`config.mk`:
```
export PLATFORM = sky130hd
export DESIGN_NAME = read_fanin_regblock
export DESIGN_NICKNAME = d
export VERILOG_FILES = /design/src/rtl/read_fanin_pkg.sv /design/src/rtl/read_fanin_mux.sv /design/src/rtl/read_fanin_regblock.sv
export SDC_FILE = /design/constraint.sdc
export NUM_CORES = 1
export LEC_CHECK = 0
export BUFFER_PORTS_ARGS = -buffer_cell sky130_fd_sc_hd__buf_2
export CAP_MARGIN = 30
export CELL_PAD_IN_SITES_DETAIL_PLACEMENT = 1
export CELL_PAD_IN_SITES_GLOBAL_PLACEMENT = 1
export CORE_AREA = 2 2 97 99
export DETAILED_ROUTE_END_ITERATION = 10
export DIE_AREA = 0 0 99 101
export HOLD_SLACK_MARGIN = 0.1
export PLACE_DENSITY_LB_ADDON = 0.15
export RECOVER_POWER = 50
export SLEW_MARGIN = 10
export SYNTH_ARGS = -nofsm -noshare
export SYNTH_HDL_FRONTEND = slang
export SYNTH_HIERARCHICAL = 1
export SYNTH_SLANG_ARGS = --single-unit
```
`constraint.sdc`:
```
create_clock -name clk -period 2.6 [get_ports clk]
set_input_delay 0.52 -clock clk [delete_from_list [all_inputs] [get_ports clk]]
set_output_delay 0.52 -clock clk [all_outputs]
set_load 0.01 [all_outputs]
```
`src/rtl/read_fanin_pkg.sv`:
```
// rtl/read_fanin_pkg.sv - shared types and helpers for the read fan-in register block
//
// Purpose: APB request record and register reset-value helper shared by the
//          register block and its read mux.
// Contents:
//   MAX_DATA_W / MAX_ADDR_W  widest data/address the request record can carry
//   apb_req_t                captured setup-phase request {addr, write, wdata, strb}
//   reset_value(i)           power-on value of register i (i+1)

package read_fanin_pkg;

  localparam int unsigned MAX_DATA_W = 256;
  localparam int unsigned MAX_ADDR_W = 32;

  // Sized for the widest configuration; narrower blocks fill the low bits and
  // leave the rest zero.
  typedef struct packed {
    logic [MAX_ADDR_W-1:0]   addr;
    logic                    write;
    logic [MAX_DATA_W-1:0]   wdata;
    logic [MAX_DATA_W/8-1:0] strb;
  } apb_req_t;

  // Distinct non-zero reset values make a stuck or mis-decoded register obvious.
  function automatic logic [MAX_DATA_W-1:0] reset_value(input int unsigned i);
    return MAX_DATA_W'(i + 1);
  endfunction

endpackage

```
`src/rtl/read_fanin_mux.sv`:
```
// rtl/read_fanin_mux.sv - one-hot select, AND-OR reduction read mux
//
// Purpose: merges N register values onto one bus. Each input is gated by its
//          one-hot select bit and all gated inputs are ORed; no priority chain.
//          An all-zero select yields zero.
// Ports:
//   din   in   N x W   register values
//   sel   in   N       one-hot select (all-zero allowed)
//   dout  out  W       selected value

module read_fanin_mux #(
  parameter int unsigned N = 1,
  parameter int unsigned W = 32
) (
  input  logic [N-1:0][W-1:0] din,
  input  logic [N-1:0]        sel,
  output logic [W-1:0]        dout
);

  always_comb begin
    dout = '0;
    for (int unsigned i = 0; i < N; i++) begin
      dout = dout | (din[i] & {W{sel[i]}});
    end
  end

endmodule

```
`src/rtl/read_fanin_regblock.sv`:
```
// rtl/read_fanin_regblock.sv - APB4 register block with wide AND-OR read fan-in
//
// Purpose: N_REGS read/write registers of REGWIDTH bits at consecutive word
//          addresses behind an APB4 slave. Zero-wait-state: the request is taken
//          on the setup-phase edge and pready is registered for the first
//          access-phase cycle.
// Ports:
//   clk, rst        clock, asynchronous active-high reset
//   s_apb_psel      select
//   s_apb_penable   access phase
//   s_apb_pwrite    1=write, 0=read
//   s_apb_pprot     protection (ignored)
//   s_apb_paddr     byte address
//   s_apb_pwdata    write data
//   s_apb_pstrb     byte write strobes
//   s_apb_pready    transfer complete (one cycle)
//   s_apb_prdata    read data (zero outside a read response)
//   s_apb_pslverr   index beyond N_REGS

module read_fanin_regblock
  import read_fanin_pkg::*;
#(
  parameter int unsigned REGWIDTH     = 32,
  parameter int unsigned N_REGS       = 1,
  parameter int unsigned G_ADDR_WIDTH = $clog2(N_REGS) + $clog2(REGWIDTH / 8)
) (
  input  logic                      clk,
  input  logic                      rst,
  input  logic                      s_apb_psel,
  input  logic                      s_apb_penable,
  input  logic                      s_apb_pwrite,
  input  logic [2:0]                s_apb_pprot,
  input  logic [G_ADDR_WIDTH-1:0]   s_apb_paddr,
  input  logic [REGWIDTH-1:0]       s_apb_pwdata,
  input  logic [REGWIDTH/8-1:0]     s_apb_pstrb,
  output logic                      s_apb_pready,
  output logic [REGWIDTH-1:0]       s_apb_prdata,
  output logic                      s_apb_pslverr
);

  localparam int unsigned NBYTES = REGWIDTH / 8;
  localparam int unsigned OFF_W  = $clog2(NBYTES);
  localparam int unsigned IDX_W  = (G_ADDR_WIDTH > OFF_W) ? (G_ADDR_WIDTH - OFF_W) : 1;

  apb_req_t                         req;
  logic                             setup;
  logic [IDX_W-1:0]                 idx;
  logic [N_REGS-1:0]                sel;
  logic                             idx_err;
  logic [N_REGS-1:0][REGWIDTH-1:0]  regs;
  logic [REGWIDTH-1:0]              rd_mux;
  logic                             unused_inputs;

  always_comb begin
    req                          = '0;
    req.addr[G_ADDR_WIDTH-1:0]   = s_apb_paddr;
    req.write                    = s_apb_pwrite;
    req.wdata[REGWIDTH-1:0]      = s_apb_pwdata;
    req.strb[NBYTES-1:0]         = s_apb_pstrb;
  end

  assign setup = s_apb_psel & ~s_apb_penable;

  // Byte-offset bits are dropped, so unaligned addresses hit the containing word.
  if (G_ADDR_WIDTH > OFF_W) begin : g_idx
    assign idx = req.addr[G_ADDR_WIDTH-1:OFF_W];
  end else begin : g_idx_single
    assign idx = '0;
  end

  // Out-of-range indices decode to an all-zero select: no register is written
  // and the mux returns zero without extra gating.
  always_comb begin
    sel = '0;
    for (int unsigned i = 0; i < N_REGS; i++) begin
      sel[i] = (32'(idx) == i);
    end
  end

  assign idx_err = (32'(idx) >= N_REGS);

  read_fanin_mux #(
    .N (N_REGS),
    .W (REGWIDTH)
  ) u_mux (
    .din  (regs),
    .sel  (sel),
    .dout (rd_mux)
  );

  // Reads sample the register array at the setup edge; writes land on the same
  // edge, so any transfer whose setup follows sees the new value.
  always_ff @(posedge clk or posedge rst) begin
    if (rst) begin
      for (int unsigned i = 0; i < N_REGS; i++) begin
        regs[i] <= REGWIDTH'(reset_value(i));
      end
      s_apb_pready  <= 1'b0;
      s_apb_prdata  <= '0;
      s_apb_pslverr <= 1'b0;
    end else begin
      s_apb_pready  <= setup;
      s_apb_pslverr <= setup & idx_err;
      s_apb_prdata  <= (setup && !req.write) ? rd_mux : '0;
      if (setup && req.write) begin
        for (int unsigned i = 0; i < N_REGS; i++) begin
          for (int unsigned k = 0; k < NBYTES; k++) begin
            if (sel[i] && req.strb[k]) begin
              regs[i][k*8 +: 8] <= req.wdata[k*8 +: 8];
            end
          end
        end
      end
    end
  end

  assign unused_inputs = ^{s_apb_pprot, req};

endmodule

```
Word level (Yosys, flattened, before mapping)
Index checks and enable logic that the tools add are counted.

storage, ports and cells
  input bits = 46
  output and inout bits = 34
  bits in registers = 65
  word-level logic and storage cells = 16

operators by class
  bitwise logic cells = 2
  reduce and logical (&&, ||, !) cells = 7
  mux-type cells = 1

operator list
  kind                 count
  two-way mux 32 bit   1
  AND reduction 2 bit  4
  logical AND 1 bit    2
  AND 1 bit            1
  logical NOT 1 bit    1
  NOT 1 bit            1

Depth between registers and ports, before layout
Gate-level depths: netlist (run 1).

  depth after elaboration = 4
  mapped depth = 4
  depth with buffers taken out = 2

Modules after synthesis
The synthesis (run 1) kept the hierarchy.

modules (own cells, without submodules)
  module               sequential area each (sq um)  cells each  area an instance (sq um)  instances
  read_fanin_regblock  1627.8                        144         2378.5                    1
  read_fanin_mux       0.0                           35          255.2                     1

Worst setup path before layout (run 1)
No wires, ideal clock.

  path type = input to register
  start = input port s_apb_pwrite
  end = register regs[10] in the netlist's numbering
  buffers on the path = 1
  slack = 1326 ps
  data required time = 2475 ps
  setup time = 125 ps
  arrival = 1150 ps
  cell stages on the path = 3
  cells stage by stage = buf_4 -> nand4b_4 -> mux2_2

on the way
  word-level cells in the longest chain between the ends = 2

ends and longest elaborated chain
  element                         line                        RTL
  start: declaration              read_fanin_regblock.sv:31   input logic s_apb_pwrite,
  logical AND 1 bit               read_fanin_regblock.sv:105  if (setup && req.write) begin
  AND reduction 2 bit (no line)   --
  end signal: indexed assignment  read_fanin_regblock.sv:96   regs[i] <= REGWIDTH'(reset_value(i));
  end signal: indexed assignment  read_fanin_regblock.sv:109  regs[i][k*8 +: 8] <= req.wdata[k*8 +: 8];
  end: declaration                read_fanin_regblock.sv:50   logic [N_REGS-1:0][REGWIDTH-1:0] regs;

Every way passes these cells.
A chain may end at the register's enable or synchronous reset.

==> results of run 1 <==
-- worst max path at each step --
stage	from	slack [ns]	end	cells past startpoint
6_report	rst	0.98	regs[3]	3
5_1_grt	rst	0.66	s_apb_prdata[5]	3
2_1_floorplan	rst	0.46	regs[10]	1
3_3_place_gp	s_apb_psel	1.10	s_apb_prdata[30]	4
4_1_cts	s_apb_prdata[2]	1.20	s_apb_prdata[2]	1
3_5_place_dp	s_apb_psel	1.08	s_apb_prdata[2]	4
-- cell usage after synthesis (all sizes together) --
library cell  instances  area share
nor3b                 1      0.0071
conb                  2      0.0029
nand4b                4       0.036
buf                   3       0.010
clkbuf                6       0.011
nor2b                 1      0.0024
mux2                 32        0.14
dfstp                 1       0.010
dfrtp                64        0.61
and2                 64        0.17
inv                   1      0.0014
-- layout make-up --
cell class / count / area share
multi-input cells: 108 / 0.274
well taps: 111 / 0.0427
repair buffers: 77 / 0.118
inverters: 1 / 0.00115
flip-flops and latches: 65 / 0.501
clock inverters: 2 / 0.0108
clock buffers: 14 / 0.0531
-- cell families (layout without fill, tap and decap cells) --
family	after synthesis	in the layout	synth area share
buffers and inverters	10	94	0.0228
DFF	65	65	0.618
muxes	32	32	0.137
and+or+nand+nor	70	70	0.219
other	2	6	0.00285
-- layer usage --
metal | GRT usage | wire, um
met4 | 0.0601 | 89
met5 | 0 | 0
met2 | 0.182 | 2530
met3 | 0.0361 | 291
met1 | 0.134 | 2330
-- flip-flops by register name, summed over array words and instances, names as in the netlist --
name / cells
s_apb_prdata: 32
s_apb_pready: 1
regs: 32
-- worst max-delay path, delay by kind of cell --
family	cells	cell delay, ns
buffers and inverters	3	1.45
-- report_power, final --
part	switching, mW	total, mW	internal (mW)
Clock	0.381	0.902	0.522
Sequential	0.0452	1.18	1.14
Combinational	0.0978	0.265	0.167
-- through the flow --
stage               std cells  hold WS (ns)  power (mW)  setup slack [ns]
global placement          362         0.479        1.47              1.10
finish                    378         0.395        2.35             0.984
CTS                       378         0.236        2.40              1.20
global route              378         0.399        2.48             0.665
detailed placement        362         0.485        1.49              1.08
floorplan                 183         0.471        1.40             0.455
-- cell usage in the layout, fill, tap and decap left out --
cell / synthesis / layout
dfrtp_1: 64 / 64
clkbuf_2: 6 / 1
and2_1: 18 / 12
dfstp_2: 1 / 1
inv_1: 1 / 1
clkbuf_8: 0 / 12
clkbuf_1: 0 / 5
and2_0: 0 / 6
nor3b_1: 0 / 1
nand4b_1: 0 / 4
buf_2: 0 / 72
buf_4: 2 / 1
mux2_2: 32 / 32
and2_2: 46 / 46
nor2b_1: 1 / 1
clkinv_2: 0 / 1
bufinv_16: 0 / 1
conb_1: 2 / 6
==> flow_summary.toml, run 1 <==
[routing]
viasPerCell = 4.13
postRouteAntennaNets = 0
routed_wl_um = 5240
drcViolationCount = 0
drt-initial-drc-count = 17
routedWlPerCell_um = 13.9
drt_first_pass_iters = 3
vias = 1560

[final_layout]
syn_to_final_growth_pct = 23.5
multiInputGateArea_um2 = 890
antenna_cells = 0
fill_cells = 997
fin_nets = 308
fin_util = 0.362
design_area_mm2 = 0.00325
seqCellArea_mm2 = 0.00163
drive_gt1_frac = 0.625

[cts]
cts_setup_buffers = 0
clock-sinks = 65
tritoncts = "built"
insertion_delay_ns = 0.33
cts_hold_buf = 0
path_clk_slew_ns = 0.07
ctsResizeCount = 0
root_buffer = "clkbuf_8"
htreeDepth = 3
cts_buffers = 9
cts_buffer_depth = 2

[timing]
setup_violations = 0
worst_pin_slew_ns = 0.945
rsz0062_at_grt = "no"
drv_slew = 0
skew_ns = 0.00658
max-slew-margin-rel = 0.369
post-route-min-period_ns = 1.62
hold_violations = 0
fin_crit_sh = 0.622
max_freq_ghz = 0.619
setup_tns_ns = 0

[floorplanning]
fp.dieArea_mm2 = 0.0100
die_w_um = 99
fp.dieH_um = 101
core_mm2 = 0.00898
fp-row-count = 35
ios = 80
initial_core_util = 0.293

[worst_setup_path]
cp_slowest_cell = "clkbuf_2"
end_kind = "asynchronous set/reset pin"
arrival_ns = 2.01
ff2ff_path_depth = 2
critPathLaunchType = "input pin"
cp_max_fo = 27
crit_type = "in2async"
r2r-end = "s_apb_prdata[31]"
slowest_delay_ns = 0.69
r2r_slack_ns = 1.78
required_ns = 3.00
crit_path_cell_trace = "buf_2, inv_1, clkbuf_2"
rr_startpoint = "regs[31]"

[power_and_ir_drop]
leakage_nw = 1.68
irDropWorstVdd_mv = 0.231
powerDensity_mw_per_mm2 = 722

[yosys]
synth-seq-cells = 65
yosysWarnings = 6
syn_area_mm2 = 0.00263
synthCells = 179
synth_cell_types = 13
postSynthAreaPerCell_um2 = 14.7
ys_seq_area_frac = 0.618

[placement]
place_congestion = 0.619
place_area_mm2 = 0.00313
port_buffers = 73

[job]
drv_cap = 0

[global_route]
grt_pass1_wl_um = 8360
first_global_vias = 1661
grt_start_max_net_pins = 28
grt.total_usage = 0.112
gr-total-overflow = 0
antenna_found_initial = 0

[run_status]
status = "complete, no violations"

[min_path]
hold_path.class = "in2async"
No activity file was read; power rests on OpenSTA's default activity.
==> inputs of run 2 (changes only) <==
clock period = 1.4 ns   (was 2.6 ns; I/O delays follow)
==> run 2 against run 1 <==
Flip-flop and latch count unchanged; die area unchanged; critical path depth unchanged; non-clock buffer count increased by 1; worst hold slack got worse by 0.22 ns; global-route usage increased by 0.17 points; utilization increased by 1.3 points; setup slack got worse by 0.78 ns; clock power increased by 120%; routed wire length increased by 1.1%; power increased by 98%; count of clock-buffer cells in the layout decreased by 3.
==> flow_summary.toml, run 2 (synthesized netlist as in run 1, its figures left out) <==
[routing]
drcViolationCount = 0
drt_first_pass_iters = 4
routed_wl_um = 5300
viasPerCell = 4.13
postRouteAntennaNets = 0
routedWlPerCell_um = 14.0
vias = 1567
drt-initial-drc-count = 21

[timing]
max_freq_ghz = 0.834
rsz0062_at_grt = "no"
fin_ws_ns = 0.201
skew_ns = 0.00943
setup_tns_ns = 0
drv_slew = 0
fin_crit_sh = 0.857
timing.hold.ws_ns = 0.170
setup_violations = 0
worst_pin_slew_ns = 0.504
max-slew-margin-rel = 0.664
hold_violations = 0
post-route-min-period_ns = 1.20

[final_layout]
syn_to_final_growth_pct = 28.0
largestRegisters = "regs (32), s_apb_prdata (32), s_apb_pready (1)"
layout_commonest_cell = "buf_2"
design_area_mm2 = 0.00337
seqCellArea_mm2 = 0.00163
drive_gt1_frac = 0.653
mostFrequentLayoutCells = "buf_2 (71), dfrtp_1 (64), and2_2 (46)"
finalNonFillerCells = 379
fill_cells = 970
antenna_cells = 0
fin_util = 0.375
multiInputGateArea_um2 = 952
fin_nets = 309

[worst_setup_path]
arrival_ns = 1.42
r2r_slack_ns = 0.57
crit_path_start = "s_apb_psel"
cp_max_fo = 8
required_ns = 1.62
end_kind = "flip-flop"
crit_path_end = "regs[27]"
crit_type = "in2reg"
ff2ff_path_depth = 2
r2r-end = "s_apb_prdata[0]"
critPathLaunchType = "input pin"
rr_startpoint = "regs[0]"

[cts]
path_clk_slew_ns = 0.08
clock-sinks = 65
ctsResizeCount = 0
insertion_delay_ns = 0.34
cts_buffer_depth = 2
cts_buffers = 9
tritoncts = "built"
htreeDepth = 3
root_buffer = "clkbuf_8"

[global_route]
grt_start_max_net_pins = 37
gr-total-overflow = 0
grt.total_usage = 0.114
grt_pass1_wl_um = 8530
first_global_vias = 1664
antenna_found_initial = 0

[power_and_ir_drop]
swShare = 0.214
comb_power_share = 0.111
clockPowerShare = 0.418
irDropWorstVdd_mv = 0.490
powerDensity_mw_per_mm2 = 1380
p_sw_uw = 999
seq_power_share = 0.471
leakage_nw = 1.75
power.total_mw = 4.66
power.internal_mw = 3.66

[min_path]
hold_path.class = "in2reg"

[floorplanning]
fp-row-count = 35
core_mm2 = 0.00898
fp.dieH_um = 101
ios = 80
initial_core_util = 0.293
fp.dieArea_mm2 = 0.0100
die_w_um = 99

[placement]
dp_hpwl_um = 3770
place_ws_ns = 0.155
place_congestion = 0.642
port_buffers = 73
place_inst = 362
place_area_mm2 = 0.00314

[run_status]
status = "complete, no violations"

[job]
drv_cap = 0
-- run 2: how the worst min path moves through the flow --
stage                          start            to  slack (ns)  depth (start not counted)
floorplan              s_apb_penable  s_apb_pready        0.35                          1
global placement                 rst      regs[14]        0.36                          3
detailed placement               rst      regs[14]        0.35                          3
CTS                  s_apb_pwdata[3]       regs[3]        0.15                          2
global route        s_apb_pwdata[28]      regs[28]        0.15                          2
finish               s_apb_pwdata[3]       regs[3]        0.17                          2
-- run 2: area by class of cell --
type	count	share of cell area
clock buffer	11	0.0419
clock inverter	5	0.0304
inverter	1	0.00223
multi-input combinational	108	0.282
sequential	65	0.483
tap	111	0.0412
timing repair buffer	78	0.119
-- run 2: timing repair --
action | in CTS | in global routing
setup buffers | 0 | 0
endpoints found under the hold margin | 64 | 0
hold buffers | 1 | 0
-- run 2: worst max-delay path, stage by stage --
cell	delay, ns
clkbuf_1	0.38
nand4b_2	0.37
mux2_2	0.38
-- run 2: layer usage --
metal / track usage / up-vias / part of all wire
met5: 0 / - / 0
li1: - / 736 / -
met3: 0.0354 / 10 / 0.058
met1: 0.138 / 775 / 0.43
met2: 0.184 / 46 / 0.49
met4: 0.0569 / 0 / 0.020
-- run 2: power by group through the flow --
stage / sequential [mW] / clock, mW / combinational, mW
floorplan: 2.22 / 0 / 0.379
global placement: 2.22 / 0 / 0.518
detailed placement: 2.23 / 0 / 0.535
CTS: 2.20 / 2.02 / 0.538
global route: 2.22 / 2.11 / 0.584
finish: 2.19 / 1.95 / 0.517
